**src/rtl/video_arbiter.sv**
```systemverilog
// Shares the single SRAM port between CRTC display fetches and the CPU/Pi requesters, using four fixed 4-cycle windows per 16-cycle character slot.
// Requester ack arrives 4 cycles after its window opens; an early cclk_en aborts the open window. `define VIDEO_REVERSE_EN enables PET reverse video.
module video_arbiter #(
  parameter int                ADDR_W       = 17,
  parameter int                MA_W         = 11,
  parameter logic [ADDR_W-1:0] VRAM_BASE    = 17'h08000,
  parameter logic [ADDR_W-1:0] CHARROM_BASE = 17'h10000
) (
  input  logic              clk16,
  input  logic              res_b,
  input  logic              cclk_en,
  input  logic              de,
  input  logic [MA_W-1:0]   ma,
  input  logic [2:0]        ra,
  input  logic              cpu_req,
  input  logic              cpu_we,
  input  logic [ADDR_W-1:0] cpu_addr,
  input  logic [7:0]        cpu_wdata,
  output logic              cpu_ack,
  output logic [7:0]        cpu_rdata,
  input  logic              pi_req,
  input  logic              pi_we,
  input  logic [ADDR_W-1:0] pi_addr,
  input  logic [7:0]        pi_wdata,
  output logic              pi_ack,
  output logic [7:0]        pi_rdata,
  output logic [ADDR_W-1:0] ram_addr,
  output logic              ram_we,
  output logic              ram_oe,
  output logic [7:0]        ram_wdata,
  input  logic [7:0]        ram_rdata,
  output logic [7:0]        pixel_data,
  output logic              pixel_valid
);

  typedef enum logic [2:0] {IDLE, VID_CHAR, VID_ROM, REQ_CPU, REQ_PI} state_t;

  state_t              state, owner;
  logic [3:0]          phase, nxt_phase;
  logic                slot_active, nxt_active;
  logic                de_l, nxt_de;
  logic [MA_W-1:0]     ma_l, nxt_ma;
  logic [2:0]          ra_l, nxt_ra;
  logic [7:0]          char_code, char_nxt, rom_index, pix_nxt;
  logic                last_pi, acc_we, oe_q, we_q;
  logic                early, win_end, win_start, cpu_pend, pi_pend;
  logic [ADDR_W-1:0]   owner_addr;
  logic [7:0]          owner_wdata;
  logic                owner_we;

  // An early slot pulse must kill the strobes in the cycle it arrives, ahead of the register update.
  assign ram_oe = oe_q & ~early;
  assign ram_we = we_q & ~early;

  always_comb begin
    early      = cclk_en && slot_active && (phase != 4'd15);
    win_end    = slot_active && (phase[1:0] == 2'd3) && !early;
    nxt_active = cclk_en || (slot_active && (phase != 4'd15));
    if (cclk_en)
      nxt_phase = 4'd0;
    else if (slot_active && (phase != 4'd15))
      nxt_phase = phase + 4'd1;
    else
      nxt_phase = phase;
    win_start = nxt_active && (nxt_phase[1:0] == 2'd0);
    nxt_de    = cclk_en ? de : de_l;
    nxt_ma    = cclk_en ? ma : ma_l;
    nxt_ra    = cclk_en ? ra : ra_l;

    // A requester finishing on this edge is not pending again until its ack cycle.
    cpu_pend = cpu_req && !(win_end && (state == REQ_CPU));
    pi_pend  = pi_req  && !(win_end && (state == REQ_PI));

    // Window 1 opens on the same edge that captures the character code.
    char_nxt = (win_end && (state == VID_CHAR)) ? ram_rdata : char_code;
`ifdef VIDEO_REVERSE_EN
    rom_index = {1'b0, char_nxt[6:0]};
    pix_nxt   = ram_rdata ^ {8{char_code[7]}};
`else
    rom_index = char_nxt;
    pix_nxt   = ram_rdata;
`endif

    owner       = IDLE;
    owner_addr  = ram_addr;
    owner_wdata = ram_wdata;
    owner_we    = 1'b0;
    if (nxt_de && (nxt_phase[3:2] == 2'd0)) begin
      owner      = VID_CHAR;
      owner_addr = VRAM_BASE + {{(ADDR_W-MA_W){1'b0}}, nxt_ma};
    end else if (nxt_de && (nxt_phase[3:2] == 2'd1)) begin
      owner      = VID_ROM;
      owner_addr = CHARROM_BASE | {{(ADDR_W-11){1'b0}}, rom_index, nxt_ra};
    end else if (cpu_pend && (!pi_pend || last_pi)) begin
      owner       = REQ_CPU;
      owner_addr  = cpu_addr;
      owner_wdata = cpu_wdata;
      owner_we    = cpu_we;
    end else if (pi_pend) begin
      owner       = REQ_PI;
      owner_addr  = pi_addr;
      owner_wdata = pi_wdata;
      owner_we    = pi_we;
    end
  end

  always_ff @(posedge clk16 or negedge res_b) begin
    if (!res_b) begin
      phase       <= 4'd15;
      slot_active <= 1'b0;
      de_l        <= 1'b0;
      ma_l        <= '0;
      ra_l        <= '0;
      state       <= IDLE;
      last_pi     <= 1'b1;
      char_code   <= 8'h00;
      acc_we      <= 1'b0;
      oe_q        <= 1'b0;
      we_q        <= 1'b0;
      ram_addr    <= '0;
      ram_wdata   <= 8'h00;
      cpu_ack     <= 1'b0;
      pi_ack      <= 1'b0;
      cpu_rdata   <= 8'h00;
      pi_rdata    <= 8'h00;
      pixel_data  <= 8'h00;
      pixel_valid <= 1'b0;
    end else begin
      phase       <= nxt_phase;
      slot_active <= nxt_active;
      de_l        <= nxt_de;
      ma_l        <= nxt_ma;
      ra_l        <= nxt_ra;
      cpu_ack     <= 1'b0;
      pi_ack      <= 1'b0;
      pixel_valid <= 1'b0;

      if (win_end) begin
        case (state)
          VID_CHAR: char_code <= ram_rdata;
          VID_ROM: begin
            pixel_data  <= pix_nxt;
            pixel_valid <= 1'b1;
          end
          REQ_CPU: begin
            cpu_ack <= 1'b1;
            last_pi <= 1'b0;
            if (!acc_we) cpu_rdata <= ram_rdata;
          end
          REQ_PI: begin
            pi_ack  <= 1'b1;
            last_pi <= 1'b1;
            if (!acc_we) pi_rdata <= ram_rdata;
          end
          default: ;
        endcase
      end

      if (win_start) begin
        state     <= owner;
        ram_addr  <= owner_addr;
        ram_wdata <= owner_wdata;
        acc_we    <= owner_we;
        oe_q      <= (owner != IDLE) && !owner_we;
        we_q      <= 1'b0;
      end else if (!nxt_active) begin
        state  <= IDLE;
        acc_we <= 1'b0;
        oe_q   <= 1'b0;
        we_q   <= 1'b0;
      end else begin
        // Write strobe inset to window cycles 1-2 so address and data settle around it.
        we_q <= acc_we && ((nxt_phase[1:0] == 2'd1) || (nxt_phase[1:0] == 2'd2));
      end
    end
  end

endmodule

```
**config.mk**
```make
export PLATFORM = sky130hd
export DESIGN_NAME = video_arbiter
export DESIGN_NICKNAME = d
export VERILOG_FILES = /design/src/rtl/video_arbiter.sv
export SDC_FILE = /design/constraint.sdc
export NUM_CORES = 1
export LEC_CHECK = 0
export ABC_AREA = 1
export BUFFER_PORTS_ARGS = -buffer_cell sky130_fd_sc_hd__buf_2
export CORE_ASPECT_RATIO = 1.1
export CORE_MARGIN = 5
export CORE_UTILIZATION = 30
export DETAILED_ROUTE_END_ITERATION = 12
export GPL_TIMING_DRIVEN = 0
export PLACE_DENSITY = 0.56
export SLEW_MARGIN = 10
export SYNTH_ARGS = -nofsm -noshare
export SYNTH_HDL_FRONTEND = slang
export SYNTH_SLANG_ARGS = --single-unit
```
**constraint.sdc**
```tcl
create_clock -name clk16 -period 2.3 [get_ports clk16]
set_input_delay 0.115 -clock clk16 [delete_from_list [all_inputs] [get_ports clk16]]
set_output_delay 0.115 -clock clk16 [all_outputs]
set_load 0.005 [all_outputs]
```
==> Yosys cells after proc, flatten, opt, wreduce, memory -nomap -nowiden <==
Index checks and enable logic that the tools add are counted.
{ "totals": {"regBits": 87, "output_inout_bits": 54, "wordCells": 108} }
{ "classes": {"reduce_logical": 37, "bitwise": 6, "n_eq_ne": 10, "addsub": 2, "muxes": 34} }
{ "ops": {"columns": ["operator", "n"], "rows": [
  ["$mux 17", 4],
  ["$mux 8", 3],
  ["$mux 3", 7],
  ["$add 16x11->17 const A", 1],
  ["$logic_and 1x1->1", 16],
  ["$mux 1", 16],
  ["$mux 11", 1],
  ["$mux 4", 2],
  ["$reduce_and 2->1", 4],
  ["$eq 3x2->1 const B", 2],
  ["$reduce_and 3->1", 2],
  ["$logic_not 1->1", 5],
  ["$add 4x1->4 const B", 1],
  ["$eq 2x1->1 const B", 2],
  ["$eq 2x2->1 const B", 2],
  ["$logic_not 2->1", 2],
  ["$ne 4x4->1 const B", 1],
  ["$not 1->1", 4],
  ["$reduce_and 4->1", 1],
  ["$reduce_bool 2->1", 2],
  ["$reduce_bool 4->1", 1],
  ["$eq 3x1->1 const B", 1],
  ["$eq 3x3->1 const B", 1],
  ["$logic_or 1x1->1", 3],
  ["4 further kinds", 5]
]} }

==> Depth between registers and ports, before layout <==
{ "depth": {"depth_word": 16, "mapped_depth": 16, "ltp_nobuf": 15} }

==> Worst setup path after synthesis <==
Ideal clock, no wire load.
{ "synth_timing": {"path_kind": "reg2reg", "from": "reg phase[0]", "to": "reg ram_addr[10]", "arrival_time_ps": 2053, "path_buffers": 1, "setup_slack_ps": 130, "path_stages_with_launch": 17, "setup_ps": 116, "path_cell_list": "dfstp_2 -> ha_1 -> nand3_2 -> nand2_2 -> inv_2 -> nand2_1 -> nand2_1 -> nor2_1 -> inv_1 -> ha_1 -> nand2_2 -> inv_1 -> buf_2 -> nand3_1 -> nand2_1 -> nand2_1 -> nand2_1"} }
{ "synth_between": {"elab_cells_between_ends": 33, "classes_between": "1 x add/sub; 3 x eq/ne; 6 x mux; 23 x reduce/logical"} }
{ "synth_lines": {"columns": ["element", "line", "rtl"], "rows": [
  ["from (decl)", "39", "logic [3:0] phase, nxt_phase;"],
  ["from (signal assigned)", "129", "phase <= nxt_phase;"],
  ["branches (longest 2 deep; another with $add 4x1->4)", null, null],
  ["$mux 4 (*)", "61", "else if (slot_active && (phase != 4'd15))"],
  ["$mux 4 (*)", "59", "if (cclk_en)"],
  ["via nxt_phase[0]", "39", null],
  ["$logic_not 2->1 (*)", "65", "win_start = nxt_active && (nxt_phase[1:0] == 2'd0);"],
  ["$logic_and 1x1->1 (*)", "65", null],
  ["$reduce_and 2->1 (no line) (*)", null, null],
  ["to (signal assigned)", "161", "ram_addr <= owner_addr;"],
  ["to (decl)", "27", "output logic [ADDR_W-1:0] ram_addr,"]
]} }
Mark *: on every way through the listed nets, which the timed path passes.
A chain may end at the register's enable or synchronous reset.

==> Worst setup path in the final report <==
{ "layout_timing": {"from": "reg phase[1]", "to": "reg ram_addr[11]"} }
Same word-level chain as after synthesis.

==> run metrics <==
outcome=finished clean; Layout Utilization=40.2%; number of flops mapped to enable cells by yosys=0; GRT Total Usage=15.2%; CP max FO=10; Max IR drop VDD=403 uV; Routed WL per cell=14.4 microns; top_reg_cell synth=dfrtp_1; vias=3902; hold_ws=13.2 ps; Seq/Total Area, Yosys=52.3%; Worst Clk Skew=7.87 ps; GP Congestion=0.804; critical-path cell list=ha_4 > nand3_2 > nand2_2 > inv_2 > nor2_2 > nor3_2 > inv_1 > ha_2 > nand2_4 > buf_4 > nor2_8 > inv_4 > buf_8 > nand2_1 > nand2_1; H-tree levels=3; Combinational Power Share=22.7%; Async S/R FF share, synth=100%; nets=758; Congestion Overflow GR=0; worst slew pin tran=589 ps; Initial Utilization=30.4%; post-synthesis register bit count=87; global-route wire length before repair=19.5 mm; Ports=134; antenna violations before repair=0; worst slack at placement=-220 ps; part of the cycle the worst path needs=94.6%; PortBufs=132; drt via density=4.49; synth top area cells=dfrtp_1, nand2_1, nand3_1; Initial DRT Pass Iterations=6; Net Sw Power=1.33 mW; Final setup viols=0; Highest Clock Rate=460 MHz; Switching Share=30.2%; Chip Width=123 microns; largest area contributor in the netlist=dfrtp_1; Post-Syn Area=4180 sq um; full die area=16400 sq um; # rows=45; Critical Path RT=2530 ps; CP startpoint kind=flip-flop; Syn Area/Cell=7.96 sq um; Post-Syn Instances=525; drt total wl=12.5 mm; diodes inserted=0; core area=13700 sq um; Setup WS post-layout=125 ps; Critical Path Most Common Cell=nand2_1; Min-Delay Path Class=primary input to flip-flop; Power Dens Cells=800 nW/um^2; layout cells sized above 1=30.7%; syn_nets=607; crit path DAT=2410 ps; CTS Sinks=87; share of the synthesized area in the top cell type=49.1%; violation count after the first detailed-route iteration=186; Hold Violations, Final=0; post-synthesis cell type count=28; post-route ant nets=0; critical path endpoint category=flip-flop; synth warn=0; critical path start-end classification=flip-flop to flip-flop; Clk pwr share=33.7%; DRC Markers=0; largest net degree at the start of global routing=45; HPWL Detailed=9.92 mm; family with the most delay on the worst path=simple AND/OR/NAND/NOR gates; Final Critical Period=2170 ps; worst skew pair latency=340 ps; CP max stage delay=570 ps; max_cap viols=0; slowest CP cell=dfstp_2; die height=134 microns; clk root buf=clkbuf_16; sum of buffers and inverters on the critical path=5; TritonCTS clock tree=built; vias in the first global route=3854; Seq. cell area=2180 sq um; Leak Pwr=3.14 nW; Clock transition at path regs=60 ps; fillers=1470; Syn-to-layout area delta=32.3%; Rel. slew slack=60.7%; Clock Path Buffers=2; multi-input logic area=1730 sq um; part of the power in registers=43.7%; Slew Limit Fails=0; P_int=3.09 mW; total CTS buffers=9
-- Yosys cell counts (2+ instances only) --
| cell type | number |
|---|---|
| buf_6 | 2 |
| buf_4 | 5 |
| ha_1 | 2 |
| nand2_2 | 6 |
| nand4_1 | 2 |
| nand3_2 | 5 |
| nand2_4 | 4 |
| inv_1 | 40 |
| buf_2 | 6 |
| nor2_1 | 13 |
| o21ai_1 | 10 |
| inv_4 | 3 |
| o22ai_1 | 2 |
| o21ai_0 | 32 |
| dfrtp_1 | 82 |
| nand3_1 | 64 |
| o211ai_1 | 3 |
| dfstp_2 | 5 |
| inv_2 | 7 |
| nor3_1 | 2 |
| clkbuf_1 | 6 |
| nand2_1 | 218 |
-- logic make-up (layout without fill, tap and decap cells) --
logic type               after synthesis  count (layout)  share of synthesized area, %
flip-flops                            87              87                          52.3
AO/OA/AOI/OAI                         48              48                          6.08
AND/OR/NAND/NOR                      319             319                          33.7
buffers and inverters                 69             225                          7.37
adder cells (fa/ha/maj)                2               2                         0.599
-- worst paths after layout --
kind	slack, ps	endpoint	depth (start not counted)	from
max	130	ram_addr[11]	15	phase[1]
min	10	ma_l[7]	3	ma[7]
max reg2reg	130	ram_addr[11]	15	phase[1]
min reg2reg	480	char_code[0]	2	char_code[0]
max in group asynchronous	1290	phase[1]	3	res_b
min in group asynchronous	320	cpu_rdata[1]	2	res_b
-- power by group through the flow --
stage / Clock, mW / Sequential [mW] / Combinational, mW
after floorplan: 0 / 1.95 / 0.517
after global placement: 0 / 1.95 / 0.952
after detailed placement: 0 / 1.95 / 0.977
after CTS: 1.53 / 1.93 / 0.988
after global routing: 1.59 / 1.96 / 1.15
final: 1.49 / 1.93 / 1.00
-- through the flow --
step	instances	TNS, ps	power (mW)	instance area [sq um]
global placement	845	-2350	2.90	5070
global route	869	-107	4.70	5530
detailed placement	846	-3660	2.93	5100
floorplan	525	0	2.47	4180
CTS	864	-53.6	4.45	5430
finish	869	0	4.42	5530
-- cell type report --
cell class | instances | share of cell area [%]
plain buffers | 19 | 2.33
clock buffers | 10 | 4.32
clock inverters | 6 | 1.22
inverters | 50 | 3.58
multi-input cells | 369 | 31.3
flip-flops and latches | 87 | 39.5
well taps | 188 | 4.25
repair buffers | 140 | 13.5
-- worst register-to-register path, delay by kind of cell (launching register included) --
kind | cells | cell delay, ps
adder cells (fa/ha/maj) | 2 | 340
buffers and inverters | 5 | 510
flip-flops | 1 | 570
AND/OR/NAND/NOR | 8 | 650
-- cells in the final DEF (no fill, tap or decap), types with 3 or more instances in the layout --
| cell type | netlist | layout |
|---|---|---|
| dfstp_2 | 5 | 5 |
| buf_2 | 6 | 135 |
| clkbuf_16 | 0 | 9 |
| o211ai_1 | 3 | 3 |
| nand2_2 | 6 | 5 |
| buf_4 | 5 | 12 |
| o21ai_0 | 32 | 32 |
| clkbuf_1 | 6 | 6 |
| dfrtp_1 | 82 | 82 |
| inv_1 | 40 | 39 |
| nand2_4 | 4 | 5 |
| nor2_1 | 13 | 11 |
| nor2_2 | 1 | 3 |
| inv_4 | 3 | 4 |
| inv_2 | 7 | 7 |
| nand3_1 | 64 | 64 |
| nand3_2 | 5 | 3 |
| buf_6 | 2 | 3 |
| nand2_1 | 218 | 218 |
| o21ai_1 | 10 | 10 |
-- flip-flops by register name, indices dropped and copies added, names as in the netlist, 3 cells and up --
signal      flops
cpu_rdata       8
state           3
ma_l           11
ram_wdata       8
char_code       8
ram_addr       17
phase           4
pixel_data      8
pi_rdata        8
ra_l            3
-- what timing repair did --
item,in CTS,in global routing
endpoints found under the setup margin,27,29
resized for setup,3,15
hold buffers,1,0
buffers inserted,1,4
gates cloned,0,1
pin swaps,1,2
endpoints found under the hold margin,43,0
-- per-layer routing --
metal / routed length [microns] / share of wire, % / vias up / track usage, %
li1: - / - / 1963 / -
met1: 5650 / 45 / 1827 / 19.7
met2: 6110 / 49 / 98 / 25.7
met3: 589 / 4.7 / 14 / 2.83
met4: 176 / 1.4 / 0 / 4.73
met5: 0 / 0 / - / 0
Power figures use the tool's default switching activity.
